===== src/rtl/seq_match_logger.sv =====
// Logs the bit index of every detector match into a small FWFT FIFO, and keeps
// a saturating match count plus a sticky overflow flag.
module seq_match_logger #(
  parameter int IDX_W = 8,
  parameter int CNT_W = 8,
  parameter int DEPTH = 4
) (
  input  logic             clk,
  input  logic             rst,
  input  logic             bit_en,
  input  logic             det,
  input  logic             rd_en,
  output logic [IDX_W-1:0] rd_data,
  output logic             rd_valid,
  output logic             full,
  output logic [CNT_W-1:0] match_cnt,
  output logic             overflow,
  output logic [IDX_W-1:0] bit_idx
);

  localparam int PTR_W = $clog2(DEPTH);
  localparam logic [PTR_W:0] DEPTH_C = (PTR_W + 1)'(DEPTH);

  logic [IDX_W-1:0] mem [DEPTH];
  logic [PTR_W-1:0] wr_ptr;
  logic [PTR_W-1:0] rd_ptr;
  logic [PTR_W:0]   count;
  logic             match;
  logic             pop;
  logic             push;

  assign match    = bit_en & det;
  assign rd_valid = (count != '0);
  assign full     = (count == DEPTH_C);
  assign pop      = rd_en & rd_valid;
  // A full FIFO still accepts a push when the head leaves on the same edge.
  assign push     = match & (~full | pop);
  assign rd_data  = rd_valid ? mem[rd_ptr] : '0;

  always_ff @(posedge clk) begin
    if (rst) begin
      bit_idx   <= '0;
      match_cnt <= '0;
      overflow  <= 1'b0;
      wr_ptr    <= '0;
      rd_ptr    <= '0;
      count     <= '0;
    end else begin
      if (bit_en) bit_idx <= bit_idx + IDX_W'(1);
      if (match && (match_cnt != '1)) match_cnt <= match_cnt + CNT_W'(1);
      if (match && full && !pop) overflow <= 1'b1;
      if (push) wr_ptr <= wr_ptr + PTR_W'(1);
      if (pop)  rd_ptr <= rd_ptr + PTR_W'(1);
      case ({push, pop})
        2'b10:   count <= count + (PTR_W + 1)'(1);
        2'b01:   count <= count - (PTR_W + 1)'(1);
        default: count <= count;
      endcase
    end
  end

  // NOTE: storage has no reset; validity comes only from the reset pointers and
  // count, so stale words are never visible and the array can map to plain RAM.
  always_ff @(posedge clk) begin
    if (push) mem[wr_ptr] <= bit_idx;
  end

endmodule


===== config.mk =====
export PLATFORM = sky130hd
export DESIGN_NAME = seq_match_logger
export DESIGN_NICKNAME = d
export VERILOG_FILES = /design/src/rtl/seq_match_logger.sv
export SDC_FILE = /design/constraint.sdc
export NUM_CORES = 1
export LEC_CHECK = 0
export BUFFER_PORTS_ARGS = -buffer_cell sky130_fd_sc_hd__clkbuf_2
export CAP_MARGIN = 20
export CORE_ASPECT_RATIO = 0.9
export CORE_UTILIZATION = 56
export CTS_BUF_LIST = sky130_fd_sc_hd__clkbuf_16
export CTS_CLUSTER_DIAMETER = 120
export DETAILED_ROUTE_END_ITERATION = 16
export GPL_TIMING_DRIVEN = 1
export PLACE_DENSITY_LB_ADDON = 0.3
export SLEW_MARGIN = 20
export SYNTH_ARGS = -nofsm -noshare
export SYNTH_HDL_FRONTEND = slang
export SYNTH_SLANG_ARGS = --single-unit

===== constraint.sdc =====
create_clock -name clk -period 2.9 [get_ports clk]
set_clock_uncertainty 0.1 [all_clocks]
set_input_delay 0.58 -clock clk [delete_from_list [all_inputs] [get_ports clk]]
set_output_delay 0.58 -clock clk [all_outputs]
set_load 0.02 [all_outputs]

==> PnR_summary.wiki, run 1 <==
{| class="wikitable"
! Metric !! Value
|-
| Total Wirelength || 4460 um
|-
| Synthesized flop and latch total || 58
|-
| Reported leakage power || 1.14 nW
|-
| Peak fanout along the critical path || 8
|-
| Worst Hold Class || reg2reg
|-
| Crit path largest cell delay || 0.70 ns
|-
| Post-synth ARST share || 0
|-
| Total chip power || 0.00227 W
|-
| Total global-route track usage || 0.224
|-
| TritonCTS Sinks || 58
|-
| Number of nets still failing antenna checks after routing || 0
|-
| Share of the clock period used by the worst path || 0.896
|-
| Critical path endpoint category || primary output
|-
| Core box area || 4160 um2
|-
| Period minus WS final || 2.60 ns
|-
| Count of antenna diodes in the layout || 0
|-
| Post-Synthesis Net Count || 206
|-
| Worst setup slack after placement || 0.435 ns
|-
| Count of non-filler cells in the finished layout || 293
|-
| Detailed router's first-iteration violation count || 114
|-
| CP Data Required Time || 2.22 ns
|-
| Number of clock buffers inserted by TritonCTS || 9
|-
| Die height || 65.0 um
|-
| IR Drop Worst-Case VDD || 414 uV
|-
| Half-perimeter wire length of the detailed placement result || 2780 um
|-
| Antenna violations before repair || 0
|-
| Via-per-instance ratio || 5.54
|-
| Number of enable-type register cells in the synthesized netlist || 32
|-
| Aggregate global routing overflow || 0
|-
| Global-route wire length before repair || 7460 um
|-
| Fraction of layout instances using a drive strength above 1 || 0.262
|-
| Largest delay share family, worst path || flip-flops
|-
| Number of global-route vias before repair || 1587
|-
| Final setup viols || 0
|-
| CP bufs+invs || 1
|-
| Critical-path cell list || mux4_2 > and2_1 > clkbuf_2
|-
| Final net count || 240
|-
| Relative area change from synthesis to final layout || 19.6%
|-
| Post-cts gate resize count || 0
|-
| Worst slew pin tran || 0.604 ns
|-
| Area of the die || 4670 um2
|-
| Initial Utilization || 0.593
|-
| Crit-path slowest cell || dfxtp_1
|-
| Maximum buffer depth of the clock tree || 2
|-
| Max Transition Viols Final || 0
|-
| Portion of the post-synthesis area used by sequential elements || 0.601
|-
| Routed via count || 1623
|-
| Mapped cell area || 2470 um2
|-
| Wire length per cell || 15.2 um
|-
| Post-route setup slack || 0.301 ns
|-
| Accumulated negative setup slack || 0 ns
|-
| CTS clock-pin slew for the worst setup and hold paths || 0.05 ns
|-
| Number of distinct library cells after synthesis || 39
|-
| Final weighted congestion in routability-driven placement || 0.719
|-
| DIE WIDTH || 72.0 um
|-
| Setup CP Type || reg2out
|-
| # IOs || 32
|-
| # fillers || 293
|-
| Number of hold buffers added after CTS || 0
|-
| Avg Synthesized Cell Area || 12.7 um2
|-
| Port bufs || 31
|-
| Post CTS Setup Buffer Count || 0
|-
| DRC || 0
|-
| CTS tree || yes
|-
| Clock insertion delay at the later pin of the skew report || 0.32 ns
|-
| RSZ-0062 raised after global routing || false
|-
| Status || completed
|-
| Clock root cell || clkbuf_16
|-
| Synthesized netlist cell count || 194
|-
| Highest achievable clock rate || 0.385 GHz
|-
| DP Cell Count || 277
|-
| Core utilization of the finished layout || 0.710
|-
| Setup crit start kind || flip-flop
|-
| Pin count of the biggest net entering global routing || 26
|-
| Data arrival time of the critical path || 1.92 ns
|-
| Row Count || 22
|-
| Synth warnings || 0
|-
| H-tree depth reported by CTS || 3
|-
| Most used DFF post-synth || edfxtp_1
|-
| Final Hold Fails || 0
|-
| Length of the first detailed-routing pass in iterations || 4
|-
| Pwr dens || 769 nW/um2
|-
| Count of maximum capacitance violations || 0
|-
| Remaining max-slew budget at the tightest pin || 0.597
|}
==> worst reg2reg max path: stages, from the launching register on <==
cell and delay (ns):
dfxtp_1 0.45, or3_4 0.26, and3_4 0.22, clkinv_2 0.07, fa_1 0.42, or3_1 0.40, a31oi_1 0.18, a21oi_1 0.08
==> cell families (layout without fill, tap and decap cells) <==
family,count (synthesis),in the layout,synth area share
AO/OA/AOI/OAI,25,25,0.0654
XOR/XNOR,9,9,0.0320
adder cells (fa/ha/maj),7,7,0.0386
buffers and inverters,18,57,0.0309
flip-flops,58,58,0.601
multiplexers,10,10,0.0812
AND/OR/NAND/NOR,67,67,0.151
==> Yosys cell counts (2+ instances only) <==
cell type   n  area, um2
a21oi_1     8       40.0
or3_1       4       25.0
buf_2       3       15.0
and2_1     13       81.3
clkbuf_1    5       18.8
edfxtp_1   32        961
and4_1      2       17.5
inv_1       8       30.0
nand3_1     5       25.0
a31oi_1     4       25.0
xor2_1      7       61.3
nand2_1     8       30.0
ha_1        6       75.1
mux2i_1     2       20.0
o21ai_0     4       20.0
nand4_1     6       37.5
and3_1      2       12.5
a21o_1      2       15.0
o21bai_1    2       15.0
mux4_2      8        180
dfxtp_1    26        521
xnor2_1     2       17.5
nor2_1     15       56.3
nor3_1      5       25.0
==> through the flow <==
step | instance area (um2) | hold slack (ns)
2_1_floorplan | 2470 | 0.385
3_3_place_gp | 2660 | 0.350
3_5_place_dp | 2660 | 0.360
4_1_cts | 2950 | 0.372
5_1_grt | 2950 | 0.386
6_report | 2950 | 0.376
==> worst paths after layout <==
path / start / end / cells after the start / slack [ns]
setup reg to reg: count[1] / count[2] / 7 / 0.58
hold reg to reg: overflow / overflow / 2 / 0.38
hold / removal: overflow / overflow / 2 / 0.38
setup / recovery: flip-flop / rd_data[1] / 3 / 0.30
==> per-layer routing <==
| metal | vias to the layer above | track usage | wire length [um] |
|---|---|---|---|
| li1 | 778 | - | - |
| met1 | 778 | 0.259 | 1950 |
| met2 | 53 | 0.360 | 2140 |
| met3 | 14 | 0.0715 | 231 |
| met4 | 0 | 0.145 | 135 |
| met5 | - | 0 | 0 |
==> state kept, by name, indices dropped and copies added (netlist names), named ones only <==
name       count
bit_idx        8
count          3
match_cnt      8
mem           32
overflow       1
rd_ptr         2
wr_ptr         2
==> where the power goes <==
group          internal [W]  switching (W)  leakage, nW
Sequential         0.000902      0.0000559        0.528
Combinational      0.000141       0.000168        0.463
Clock              0.000653       0.000349        0.146
==> area by class of cell <==
type | count | area (um2) | share of cell area
Clock buffer | 9 | 225 | 0.0764
Clock inverter | 7 | 61.3 | 0.0208
Inverter | 9 | 35.0 | 0.0119
Multi-Input combinational cell | 118 | 908 | 0.308
Sequential cell | 58 | 1480 | 0.502
Tap cell | 60 | 75.1 | 0.0255
Timing Repair Buffer | 32 | 163 | 0.0552
==> layout by cell type (no fill, tap or decap), types with 5 or more instances in the layout <==
cell type  count
clkbuf_16      9
xor2_1         7
a21oi_1        8
mux4_2         8
edfxtp_1      32
ha_1           6
and2_1        13
nor2_1        15
clkbuf_2      31
nor3_1         5
nand2_1        8
nand4_1        6
clkinv_2       5
dfxtp_1       26
inv_1          9
nand3_1        5
(Power assumes the default switching activity.)
==> run 2, diff against run 1 <==
--- a/config.mk
+++ b/config.mk
@@ -14,6 +14,7 @@
 export DETAILED_ROUTE_END_ITERATION = 16
 export GPL_TIMING_DRIVEN = 1
 export PLACE_DENSITY_LB_ADDON = 0.3
+export SETUP_SLACK_MARGIN = 0.4
 export SLEW_MARGIN = 20
 export SYNTH_ARGS = -nofsm -noshare
 export SYNTH_HDL_FRONTEND = slang
==> run 2 against run 1 <==
Compared with the run above:
- core utilization shrank 0.15 points
- flip-flop and latch count stayed put
- first-iteration DRC count decreased by 7.0%
- largest cell class unchanged
- wire length down 7.5%
- global-route usage down 2.2 points
- non-clock buffer count did not move
- clock power shrank 4%
- sequential power about the same
- critical endpoint is now rd_data[3]
==> PnR_summary.wiki, run 2 (synthesis results as in run 1) <==
{| class="wikitable"
! Metric !! Value
|-
| CTS tree || yes
|-
| Final weighted congestion in routability-driven placement || 0.756
|-
| Worst reg2reg path startpoint || count[1]
|-
| Most common cell after layout, fill and taps aside || edfxtp_1
|-
| Data arrival time of the critical path || 1.68 ns
|-
| Largest delay share family, worst path || multiplexers
|-
| Worst slew pin tran || 0.515 ns
|-
| Accumulated negative setup slack || 0 ns
|-
| Post-route setup slack || 0.542 ns
|-
| Critical path endpoint category || primary output
|-
| Number of global-route vias before repair || 1466
|-
| Crit path largest cell delay || 0.53 ns
|-
| Flip-flop count of the largest register after layout || 32
|-
| Row Count || 22
|-
| Crit-path slowest cell || mux4_2
|-
| Worst setup slack after placement || 0.440 ns
|-
| TritonCTS Sinks || 58
|-
| Met3 Track Usage GR || 0.0622
|-
| Period minus WS final || 2.36 ns
|-
| Via-per-instance ratio || 5.35
|-
| Highest achievable clock rate || 0.424 GHz
|-
| DIE WIDTH || 72.0 um
|-
| Worst Hold Class || reg2reg
|-
| Die height || 65.0 um
|-
| CP Data Required Time || 2.22 ns
|-
| Total Wirelength || 4120 um
|-
| Status || completed
|-
| # IOs || 32
|-
| Global-route wire length before repair || 6750 um
|-
| Final net count || 240
|-
| Reported leakage power || 1.14 nW
|-
| CTS clock-pin slew for the worst setup and hold paths || 0.05 ns
|-
| Count of non-filler cells in the finished layout || 293
|-
| Port bufs || 31
|-
| Aggregate global routing overflow || 0
|-
| Count of maximum capacitance violations || 0
|-
| Maximum buffer depth of the clock tree || 2
|-
| CP bufs+invs || 1
|-
| Share of the clock period used by the worst path || 0.813
|-
| Half-perimeter wire length of the detailed placement result || 2600 um
|-
| Length of the first detailed-routing pass in iterations || 4
|-
| Largest registers in the final layout || mem x32, bit_idx x8, match_cnt x8
|-
| Number of nets still failing antenna checks after routing || 0
|-
| Core utilization of the finished layout || 0.708
|-
| Core box area || 4160 um2
|-
| Area of the die || 4670 um2
|-
| IR Drop Worst-Case VDD || 424 uV
|-
| Clock root cell || clkbuf_16
|-
| Total global-route track usage || 0.202
|-
| Clock insertion delay at the later pin of the skew report || 0.32 ns
|-
| Met1 usage in global routing || 0.221
|-
| Pin count of the biggest net entering global routing || 26
|-
| Global-route met2 utilization || 0.337
|-
| H-tree depth reported by CTS || 3
|-
| Final Hold Fails || 0
|-
| Setup CP Type || reg2out
|-
| Commonest cells after routing, fill and taps aside || edfxtp_1, clkbuf_2, dfxtp_1
|-
| Critical hold path startpoint || overflow
|-
| Wire length per cell || 14.1 um
|-
| RSZ-0062 raised after global routing || false
|-
| Antenna violations before repair || 0
|-
| Final setup viols || 0
|-
| Number of hold buffers added after CTS || 0
|-
| Relative area change from synthesis to final layout || 19.3%
|-
| Detailed router's first-iteration violation count || 106
|-
| DP Cell Count || 277
|-
| Pwr dens || 756 nW/um2
|-
| Largest Register || mem
|-
| Number of clock buffers inserted by TritonCTS || 9
|-
| Max Transition Viols Final || 0
|-
| Most utilized layer in the global route result || met2
|-
| Setup crit start kind || flip-flop
|-
| DRC || 0
|-
| Routed via count || 1567
|-
| Count of antenna diodes in the layout || 0
|-
| Initial Utilization || 0.593
|-
| Peak fanout along the critical path || 8
|-
| Remaining max-slew budget at the tightest pin || 0.657
|-
| Critical-path cell list || mux4_2 > and2_1 > clkbuf_2
|-
| Fraction of layout instances using a drive strength above 1 || 0.249
|}
==> run 2: cell type report <==
type,count,area [um2]
flip-flops and latches,58,1480
repair buffers,32,163
clock buffers,9,225
multi-input cells,118,908
clock inverters,7,53.8
well taps,60,75.1
fillers,295,1210
inverters,9,35.0
==> run 2: repair_timing <==
action | 4_1_cts | 5_1_grt
hold endpoints to repair | 0 | 0
gates resized for setup | 1 | 0
setup endpoints to repair | 8 | 0
setup buffers | 0 | 0
==> run 2: path summary, 6_finish.rpt <==
kind	to	slack (ns)	cells after the start
setup / recovery	rd_data[3]	0.54	3
hold / removal	overflow	0.38	2
setup reg to reg	count[2]	0.59	7
hold reg to reg	overflow	0.38	2
==> run 2: report_power, final <==
group          total [W]  internal [W]  switching (W)  leakage (nW)
Sequential      0.000955      0.000904      0.0000518         0.529
Combinational   0.000306      0.000140       0.000166         0.463
Clock           0.000964      0.000644       0.000320         0.144
==> run 2: through the flow <==
stage	area [um2]	total power, W	hold slack (ns)
after floorplan	2470	0.00120	0.385
after global placement	2660	0.00128	0.354
after detailed placement	2660	0.00128	0.370
after CTS	2940	0.00225	0.382
after global routing	2940	0.00231	0.404
final	2940	0.00223	0.378
==> run 2: per-layer routing <==
| layer | up-vias | part of all wire |
|---|---|---|
| met2 | 39 | 0.48 |
| met1 | 733 | 0.44 |
| met4 | 0 | 0.028 |
| met3 | 14 | 0.046 |
| li1 | 781 | - |
| met5 | - | 0 |
==> run 2: worst min-delay path, cell delays in order, from the launching register on <==
cell and delay [ns]:
dfxtp_1 0.33, a21oi_1 0.04, nor2_1 0.07
==> run 3, diff against run 2 <==
--- a/config.mk
+++ b/config.mk
@@ -5,6 +5,7 @@
 export SDC_FILE = /design/constraint.sdc
 export NUM_CORES = 1
 export LEC_CHECK = 0
+export ABC_AREA = 1
 export BUFFER_PORTS_ARGS = -buffer_cell sky130_fd_sc_hd__clkbuf_2
 export CAP_MARGIN = 20
 export CORE_ASPECT_RATIO = 0.9
==> constraint.sdc (replaced) <==
create_clock -name clk -period 2.43 [get_ports clk]
set_clock_uncertainty 0.1 [all_clocks]
set_input_delay 0.486 -clock clk [delete_from_list [all_inputs] [get_ports clk]]
set_output_delay 0.486 -clock clk [all_outputs]
set_load 0.02 [all_outputs]
==> run 3 against run 2 <==
Compared with the run above:
- setup slack worse by 0.088 ns
- die area rose by 0.29%
- sequential share of layout area decreased by 0.94 points
- combinational power up 53%
- worst hold slack lost 0.0076 ns
- synthesized cell count grew 37%
- critical endpoint is now rd_data[5]
- largest power group is now sequential cells
==> PnR_summary.wiki, run 3 <==
{| class="wikitable"
! Metric !! Value
|-
| Comb power frac || 0.178
|-
| Max Transition Viols Final || 0
|-
| Detailed router's first-iteration violation count || 111
|-
| Worst slew pin tran || 0.790 ns
|-
| Final Hold Fails || 0
|-
| # fillers || 294
|-
| Period minus WS final || 1.98 ns
|-
| Post-Synthesis Net Count || 277
|-
| Wire length per cell || 13.0 um
|-
| Data arrival time of the critical path || 1.39 ns
|-
| Highest achievable clock rate || 0.506 GHz
|-
| H-tree depth reported by CTS || 3
|-
| Pwr dens || 874 nW/um2
|-
| Worst Hold Class || reg2reg
|-
| Count of antenna diodes in the layout || 0
|-
| Pin count of the biggest net entering global routing || 17
|-
| Largest Register || mem
|-
| Net Sw Frac || 0.276
|-
| Status || completed
|-
| Final net count || 320
|-
| RSZ-0062 raised after global routing || true
|-
| DIE WIDTH || 72.1 um
|-
| CTS tree || yes
|-
| Clock insertion delay at the later pin of the skew report || 0.32 ns
|-
| Top post-synthesis cells by area || edfxtp_1, dfxtp_1, nor2_1
|-
| Most numerous cell on the critical path || nor2_1
|-
| Length of the first detailed-routing pass in iterations || 5
|-
| IR Drop Worst-Case VDD || 475 uV
|-
| Antenna violations before repair || 0
|-
| # IOs || 32
|-
| DRC || 0
|-
| Port bufs || 31
|-
| Global-route wire length before repair || 7960 um
|-
| Most common cell after layout, fill and taps aside || nor2_1
|-
| Portion of the post-synthesis area used by sequential elements || 0.599
|-
| Setup CP Type || reg2out
|-
| Sequential share of power || 0.423
|-
| Remaining max-slew budget at the tightest pin || 0.471
|-
| Mapped cell area || 2470 um2
|-
| Flip-flop count of the largest register after layout || 32
|-
| Peak fanout along the critical path || 6
|-
| Number of enable-type register cells in the synthesized netlist || 32
|-
| Number of clock buffers inserted by TritonCTS || 9
|-
| Total Wirelength || 4850 um
|-
| Most used standard cells in the synthesized netlist || nor2_1, edfxtp_1, nand2_1
|-
| Clock root cell || clkbuf_16
|-
| Via-per-instance ratio || 5.08
|-
| Relative contribution of the clock network to total power || 0.399
|-
| CP Data Required Time || 1.84 ns
|-
| Most utilized layer in the global route result || met2
|-
| Setup crit start kind || flip-flop
|-
| Post-synth ARST share || 0
|-
| Commonest cells after routing, fill and taps aside || nor2_1, edfxtp_1, nand2_1
|-
| Critical path endpoint category || primary output
|-
| Maximum buffer depth of the clock tree || 2
|-
| Final weighted congestion in routability-driven placement || 0.799
|-
| Die height || 65.1 um
|-
| Fraction of layout instances using a drive strength above 1 || 0.204
|-
| Row Count || 22
|-
| Share of the clock period used by the worst path || 0.813
|-
| CTS clock-pin slew for the worst setup and hold paths || 0.05 ns
|-
| Half-perimeter wire length of the detailed placement result || 3150 um
|-
| Synthesized netlist cell count || 265
|-
| Internal cell power || 0.00191 W
|-
| Number of distinct library cells after synthesis || 28
|-
| Share of the synthesized area in the top cell type || 0.388
|-
| Aggregate global routing overflow || 0
|-
| Most used DFF post-synth || edfxtp_1
|-
| TritonCTS Sinks || 58
|-
| Global-route met2 utilization || 0.387
|-
| Number of global-route vias before repair || 1760
|-
| Crit path largest cell delay || 0.38 ns
|-
| Routed via count || 1896
|-
| Initial Utilization || 0.595
|-
| Largest area contributor in the netlist || edfxtp_1
|-
| Largest registers in the final layout || mem x32, bit_idx x8, match_cnt x8
|-
| Crit-path slowest cell || dfxtp_4
|-
| DP Cell Count || 352
|-
| Psw || 0.000727 W
|-
| Accumulated negative setup slack || 0 ns
|-
| Count of maximum capacitance violations || 0
|-
| Avg Synthesized Cell Area || 9.33 um2
|-
| Final setup viols || 0
|-
| Synthesized flop and latch total || 58
|-
| Met3 Track Usage GR || 0.0793
|-
| Most instantiated library cell after synthesis || nor2_1
|-
| Total global-route track usage || 0.236
|-
| Core box area || 4160 um2
|-
| Synth warnings || 0
|-
| Area of the die || 4690 um2
|-
| Count of non-filler cells in the finished layout || 373
|-
| Reported leakage power || 1.24 nW
|-
| Relative area change from synthesis to final layout || 21.8%
|-
| Met1 usage in global routing || 0.288
|-
| Number of nets still failing antenna checks after routing || 0
|-
| Critical-path cell list || buf_6 > nor2_1 > nor2_1 > o21ai_1 > a21oi_1 > buf_4
|}
run 3: area by class of cell:
| class | instances | area (um2) | share of cell area |
|---|---|---|---|
| Timing Repair Buffer | 38 | 224 | 0.0744 |
| Inverter | 31 | 123 | 0.0407 |
| Clock inverter | 7 | 28.8 | 0.00956 |
| Clock buffer | 9 | 225 | 0.0748 |
| Tap cell | 60 | 75.1 | 0.0249 |
| Multi-Input combinational cell | 170 | 847 | 0.281 |
| Sequential cell | 58 | 1490 | 0.494 |
run 3: layer usage:
metal / share of wire / routed length (um)
met1: 0.46 / 2250
met2: 0.47 / 2290
met3: 0.052 / 251
met4: 0.012 / 57
met5: 0 / 0
run 3: repair_timing:
action | CTS | global route
hold buffers | 0 | 0
pin swaps | 1 | 3
setup buffers | 4 | 1
setup endpoints to repair | 8 | 9
gates resized for setup | 8 | 19
gates cloned | 0 | 0
run 3: cells by family (layout without fill, tap and decap cells):
group | Yosys count | in the layout | share of synthesized area
adders and majority gates | 7 | 7 | 0.0384
buffers and inverters | 37 | 85 | 0.0597
xor gates and xnor gates | 1 | 1 | 0.00354
DFF | 58 | 58 | 0.599
and+or+nand+nor | 105 | 105 | 0.180
AOI/OAI and AO/OA | 57 | 57 | 0.119
run 3: power groups by stage:
stage / logic (W) / clock network (W) / registers, W
floorplan: 0.000292 / 0 / 0.00112
global placement: 0.000394 / 0 / 0.00114
detailed placement: 0.000401 / 0 / 0.00114
CTS: 0.000432 / 0.00107 / 0.00112
global route: 0.000518 / 0.00112 / 0.00112
finish: 0.000468 / 0.00105 / 0.00111
run 3: path summary, 6_finish.rpt:
| path | from | end | slack [ns] | cells after the start |
|---|---|---|---|---|
| max | flip-flop | rd_data[5] | 0.45 | 6 |
| max reg2reg | count[0] | mem[1][4] | 0.58 | 4 |
| min reg2reg | overflow | overflow | 0.37 | 2 |
| min | overflow | overflow | 0.37 | 2 |
run 3: critical path: cells and delay by family (launching register included):
kind                   cells  cell delay (ns)
buffers and inverters      2             0.30
flip-flops                 1             0.38
AND/OR/NAND/NOR            2             0.12
AO/OA/AOI/OAI              2             0.27
run 3: metrics by stage:
stage	total power [W]	setup WS [ns]	hold slack [ns]	util	cell area (um2)
global route	0.00276	0.388	0.404	0.725	3010
CTS	0.00262	0.401	0.361	0.718	2990
detailed placement	0.00154	0.290	0.360	0.647	2690
floorplan	0.00141	0.621	0.336	-	2470
global placement	0.00153	0.365	0.355	0.647	2690
finish	0.00263	0.454	0.370	0.725	3010
